File: config.mk
export PLATFORM = sky130hd
export DESIGN_NAME = nibble_serial_adder
export DESIGN_NICKNAME = d
export VERILOG_FILES = /design/src/rtl/nibble_serial_adder.sv
export SDC_FILE = /design/constraint.sdc
export NUM_CORES = 1
export LEC_CHECK = 0
export BUFFER_PORTS_ARGS = -buffer_cell sky130_fd_sc_hd__buf_2
export CORE_MARGIN = 2
export CORE_UTILIZATION = 54
export CTS_CLUSTER_DIAMETER = 50
export DETAILED_ROUTE_END_ITERATION = 10
export GPL_TIMING_DRIVEN = 0
export PLACE_DENSITY = 0.83
export REMOVE_ABC_BUFFERS = 1
export SYNTH_ARGS = -nofsm -noshare
export SYNTH_HDL_FRONTEND = slang
export SYNTH_SLANG_ARGS = --single-unit
File: constraint.sdc
create_clock -name clk -period 2.65 [get_ports clk]
set_clock_uncertainty 0.15 [all_clocks]
set_input_delay 0.6625 -clock clk [delete_from_list [all_inputs] [get_ports clk]]
set_output_delay 0.6625 -clock clk [all_outputs]
set_load 0.02 [all_outputs]
File: src/rtl/nibble_serial_adder.sv
// rtl/nibble_serial_adder.sv - serial adder, one 4-bit carry-lookahead nibble per cycle
module nibble_serial_adder #(
    parameter int NIBBLES = 4
) (
    input  logic                 clk,
    input  logic                 rst,
    input  logic                 in_valid,
    output logic                 in_ready,
    input  logic [4*NIBBLES-1:0] a,
    input  logic [4*NIBBLES-1:0] b,
    input  logic                 cin,
    output logic                 out_valid,
    input  logic                 out_ready,
    output logic [4*NIBBLES-1:0] sum,
    output logic                 cout,
    output logic                 ovf
);

    localparam int W     = 4 * NIBBLES;
    localparam int IDX_W = (NIBBLES > 1) ? $clog2(NIBBLES) : 1;

    localparam logic [1:0] IDLE = 2'd0;
    localparam logic [1:0] ADD  = 2'd1;
    localparam logic [1:0] DONE = 2'd2;

    localparam logic [IDX_W-1:0] LAST_IDX = IDX_W'(NIBBLES - 1);

    logic [1:0]       state;
    logic [W-1:0]     a_reg;
    logic [W-1:0]     b_reg;
    logic [W-1:0]     sum_reg;
    logic             carry;
    logic             cout_reg;
    logic             ovf_reg;
    logic [IDX_W-1:0] idx;

    logic [3:0] a_nib;
    logic [3:0] b_nib;
    logic [3:0] g;
    logic [3:0] p;
    logic [4:0] c;
    logic [3:0] nib_sum;

    always_comb begin
        a_nib = a_reg[{idx, 2'b00} +: 4];
        b_nib = b_reg[{idx, 2'b00} +: 4];
        g     = a_nib & b_nib;
        p     = a_nib | b_nib;
        c[0]  = carry;
        c[1]  = g[0] | (p[0] & c[0]);
        c[2]  = g[1] | (p[1] & g[0]) | (p[1] & p[0] & c[0]);
        c[3]  = g[2] | (p[2] & g[1]) | (p[2] & p[1] & g[0])
              | (p[2] & p[1] & p[0] & c[0]);
        c[4]  = g[3] | (p[3] & g[2]) | (p[3] & p[2] & g[1])
              | (p[3] & p[2] & p[1] & g[0]) | (p[3] & p[2] & p[1] & p[0] & c[0]);
        nib_sum = a_nib ^ b_nib ^ c[3:0];
    end

    always_ff @(posedge clk) begin
        if (rst) begin
            state    <= IDLE;
            a_reg    <= '0;
            b_reg    <= '0;
            sum_reg  <= '0;
            carry    <= 1'b0;
            cout_reg <= 1'b0;
            ovf_reg  <= 1'b0;
            idx      <= '0;
        end else begin
            case (state)
                IDLE: begin
                    if (in_valid) begin
                        a_reg   <= a;
                        b_reg   <= b;
                        carry   <= cin;
                        sum_reg <= '0;
                        idx     <= '0;
                        state   <= ADD;
                    end
                end
                ADD: begin
                    sum_reg[{idx, 2'b00} +: 4] <= nib_sum;
                    carry <= c[4];
                    idx   <= idx + 1'b1;
                    // Signed overflow needs the carry into the MSB, only visible on the top nibble.
                    if (idx == LAST_IDX) begin
                        cout_reg <= c[4];
                        ovf_reg  <= c[3] ^ c[4];
                        state    <= DONE;
                    end
                end
                DONE: begin
                    if (out_ready) begin
                        state <= IDLE;
                    end
                end
                default: state <= IDLE;
            endcase
        end
    end

    assign in_ready  = (state == IDLE);
    assign out_valid = (state == DONE);
    assign sum       = sum_reg;
    assign cout      = cout_reg;
    assign ovf       = ovf_reg;

endmodule

* Word-level counts from Yosys, hierarchy flattened *
Index checks and enable logic that the tools add are counted.

storage, ports and cells
  RAM bits = 0
  memories = 0
  ROM bits = 0
  input bits = 37
  output and inout bits = 20
  bits in latches = 0
  logic and storage cells = 68
  flip-flop bits (word level) = 55

cells by class
  bitwise operators = 31
  $lt $le $gt $ge = 0
  muxes and demuxes = 11
  add/sub/neg operators = 2
  multiply operators = 0
  shifts and indexed selects = 4
  reductions and logical operators = 6
  equal/unequal tests = 6
  divide/modulo/power cells = 0

operators with widths
  operator                                              number
  case mux 16 bit (2 select lines)                      1
  variable part select 16 x 5 -> 4 bit                  2
  AND 1 bit                                             16
  bitwise mux 16 bit                                    1
  2-to-1 mux 16 bit                                     1
  variable shift 4 x 6 -> 16 bit, first input constant  1
  variable part select 4 x 6 -> 16 bit                  1
  bitwise OR 1 bit                                      10
  2-to-1 mux 2 bit                                      4
  XOR 4 bit                                             2
  negator 4 -> 6 bit                                    1
  case mux 2 bit (3 select lines)                       1
  AND reduction 2 bit                                   3
  AND 4 bit                                             1
  == test 2 bit, second input constant                  2
  != test 2 bit, second input constant                  2
  bitwise OR 4 bit                                      1
  case mux 2 bit (2 select lines)                       1
  AND reduction 3 bit                                   1
  adder 2 x 1 -> 2 bit, second input constant           1
  == test 2 x 1 -> 1 bit, second input constant         1
  zero test 2 bit                                       1
  != test 2 x 1 -> 1 bit, second input constant         1
  case mux 1 bit (2 select lines)                       1
  3 further kinds                                       3

* Longest topological paths before layout *
  word-level depth = 10
  gate-level depth with buffers = 9

* Least setup slack after synthesis *
OpenSTA, ideal clock, no wires.

  path kind = reg-to-reg
  start = register idx[0]
  end = register sum_reg[3] (netlist: sum[3])
  cell stages (with the launch flop) = 10
  period minus slack after synthesis = 2403 ps
  arrival time = 2125 ps
  buffers on the path = 1
  path slack = 247 ps
  cell sequence = dfxtp_1 > buf_6 > mux4_1 > inv_1 > ha_1 > inv_1 > a21oi_1 > o31ai_4 > xnor2_1 > o31ai_1

on the way
  longest elaborated chain between the ends = 10

ends and longest elaborated chain
  item                                                     line    text
  from (decl)                                              35      logic [IDX_W-1:0] idx;
  from (signal assigned)                                   84      idx <= idx + 1'b1;
  variable part select 16 x 5 -> 4 bit (on tied branches)  45, 46
  bitwise OR 4 bit / AND 4 bit (equally long branches)     48, 47
  AND 1 bit (on tied branches)                             52, 53
  bitwise OR 1 bit, or another cell as far along           52      c[3] = g[2] | (p[2] & g[1]) | (p[2] & p[1] & g[0])
  bitwise OR 1 bit / AND 1 bit (equally long branches)     52, 53
  bitwise OR 1 bit                                         53      | (p[2] & p[1] & p[0] & c[0]);
  XOR 4 bit                                                56      nib_sum = a_nib ^ b_nib ^ c[3:0];
  variable part select 4 x 6 -> 16 bit                     82      sum_reg[{idx, 2'b00} +: 4] <= nib_sum;
  bitwise mux 16 bit (*)                                   82
  case mux 16 bit (2 select lines) (*)                     70      case (state)
  to (signal, indexed assignment)                          82
  to (decl)                                                31      logic [W-1:0] sum_reg;

Every way passes the cells marked *; elsewhere a longest branch is shown, timed or not.
A chain may end at the register's enable or synchronous reset.

* Worst setup path in the final report *
  start = register idx[0]
  end = register sum_reg[2] (netlist: sum[2])

Same word-level chain as after synthesis.

==> flow_summary.ini <==
[timing]
setup_viol = 0
final.min_clock_period_ns = 2.53
rsz0062_at_grt = no
tns_ns = 0
relSlewSlack_pct = 35.3
clock.fmax_mhz = 395
finalCritPeriodShare_pct = 95.6
report.final.slew_viol_count = 0
tightest_slew_ns = 0.970
finalHoldViolCount = 0

[critical_path]
cp_max_fo = 11
slowest_delay_ns = 0.59
critPathLaunchType = flip-flop
crit_slowest_cell = mux4_2
endpoint_kind = flip-flop
cp_cell_sequence = mux4_2 -> inv_1 -> ha_1 -> and2b_2 -> o31ai_2 -> xnor2_2 -> a22oi_1 -> nor2_1
crit_arrival_ns = 2.55
required_ns = 2.67
critPathKind = flip-flop to flip-flop

[global_routing]
grt_overflow = 0
grt_max_degree = 60
grt_use_total_pct = 20.9
grt_pass1_wl_mm = 8.63
grt_pass1_vias = 2038
antenna_found_initial = 0

[cts]
cts_buffers = 5
clock_latency_ns = 0.31
cts.sinks = 55
clockBufferDepth = 2
cts_root_buf = clkbuf_8
cts_hold_buf = 0
clkTransAtPathRegs_ns = 0.09
htree_levels = 2
cts_tree = done

[detailed_routing]
wirelength_mm = 5.28
ant_nets = 0
drt_iter0_markers = 152
wl_met1_mm = 2.32
viasPerCell = 5.36
dr.max_layer_used = met4
wl_met3_um = 284
wire_per_inst_um = 13.3
wl_met2_mm = 2.60
first_pass_iters = 4
drc = 0
via_count = 2132

[finish]
postLayoutCellArea_mm2 = 0.00304
syn2layout_area_growth_pct = 18.4
nets = 394
n_antenna_cell = 0
drive_gt1_share_pct = 25.0

[job]
cap_violations = 0

[yosys]
synth.most_common_cell = nand2_1
synth_flop_cell = dfxtp_1
synth_edf_count = 0
postSynthCellCount = 294
async_flop_share_pct = 0
yosysWarnings = 0
synth_largest_area_cell = dfxtp_1
syn_area_per_cell_um2 = 8.73
synth_top_area_share_pct = 42.9
syn-cell-area_mm2 = 0.00257
synth-seq-cells = 55
synthTopCellsByCount = nand2_1, dfxtp_1, a21oi_1
synthTopCellsByArea = dfxtp_1, nand2_1, a21oi_1
ys_seq_area_share_pct = 42.9
yosysUniqueCellTypes = 36

[place]
gp_congestion = 0.792
place_area_mm2 = 0.00285
dp_hpwl_mm = 3.61
port_buffers = 56

[floorplan]
io_pins = 57
start_util_pct = 55.1
core-area_mm2 = 0.00466
die_x_um = 73.0
fp-row-count = 25
die_h_um = 73.0
die_area_mm2 = 0.00532

[pwr]
vdd_drop_max_mv = 0.372
power.total_mw = 1.81
power_leakage_nw = 1.30
power_density_mw_per_mm2 = 595

[outcome]
status = finished, final reports clean

[min_path]
min_path_type = flip-flop to flip-flop
==> placed cells by master (no fill, tap or decap), types with 3 or more instances in the layout <==
cell type / synthesis / final
nand2_1: 71 / 71
buf_2: 8 / 56
dfxtp_1: 55 / 53
a21oi_1: 40 / 40
inv_1: 16 / 16
nor2_1: 15 / 15
ha_1: 13 / 13
a22oi_1: 12 / 12
mux4_2: 7 / 7
nand2b_1: 5 / 5
nand3b_1: 5 / 5
clkbuf_8: 0 / 5
a21o_1: 4 / 4
o31ai_1: 5 / 4
buf_4: 0 / 4
nor3_1: 3 / 3
==> layer usage <==
layer  vias up  GRT usage (%)
li1       1086              -
met1       989           26.0
met2        52           34.7
met3         5           4.70
met4         0           9.26
met5         -              0
==> area by class of cell <==
class,instances,area (µm²)
Sequential cell,55,1110
Multi-Input combinational cell,204,1340
Clock inverter,3,67.6
Tap cell,54,67.6
Inverter,16,60.1
Clock buffer,5,68.8
Timing Repair Buffer,61,325
Fill cell,370,1620
==> worst paths after layout <==
kind         endpoint     start  slack, ns  depth (start not counted)
max            sum[2]    idx[0]       0.12                          8
max reg2reg    sum[2]    idx[0]       0.12                          8
min reg2reg  a_reg[3]  a_reg[3]       0.31                          2
min          a_reg[3]  a_reg[3]       0.31                          2
==> where the power goes <==
part           leakage, nW  internal [mW]  switching, mW  total [mW]
clock network       0.0644          0.377          0.274       0.650
logic                0.781          0.116          0.152       0.268
registers            0.450          0.863         0.0287       0.892
total                 1.30           1.36          0.455        1.81
==> cell families (layout without fill, tap and decap cells) <==
| kind of cell | after synthesis | after routing | synth area share [%] |
|---|---|---|---|
| AO/OA/AOI/OAI | 66 | 66 | 16.0 |
| XOR/XNOR | 3 | 3 | 1.02 |
| adder cells (fa/ha/maj) | 14 | 14 | 7.12 |
| buffers and inverters | 35 | 85 | 5.80 |
| flip-flops | 55 | 55 | 42.9 |
| multiplexers | 9 | 9 | 7.55 |
| AND/OR/NAND/NOR | 112 | 112 | 19.6 |
==> worst max-delay path: cells and delay by family, from the launching register on <==
family,cells,cell delay [ns]
AOI/OAI and AO/OA,2,0.48
adders and majority gates,1,0.14
and+or+nand+nor,2,0.30
DFF,1,0.46
xor gates and xnor gates,1,0.16
muxes,1,0.59
buffers and inverters,1,0.10
==> per-stage QoR <==
step / util (%) / setup WS, ns / hold slack, ns / instances
after global placement: 60.6 / -0.353 / 0.289 / 385
after floorplan: - / 0.0709 / 0.275 / 275
after CTS: 64.3 / 0.0162 / 0.310 / 394
after global routing: 65.2 / 0.0259 / 0.324 / 398
after detailed placement: 61.1 / -0.384 / 0.296 / 386
final: 65.2 / 0.118 / 0.308 / 398
==> timing repair <==
| action | in CTS | in global routing |
|---|---|---|
| setup buffers | 0 | 4 |
| setup endpoints to repair | 16 | 5 |
| pin swaps | 0 | 0 |
| gates resized for setup | 4 | 2 |
No activity file was read; power rests on OpenSTA's default activity.
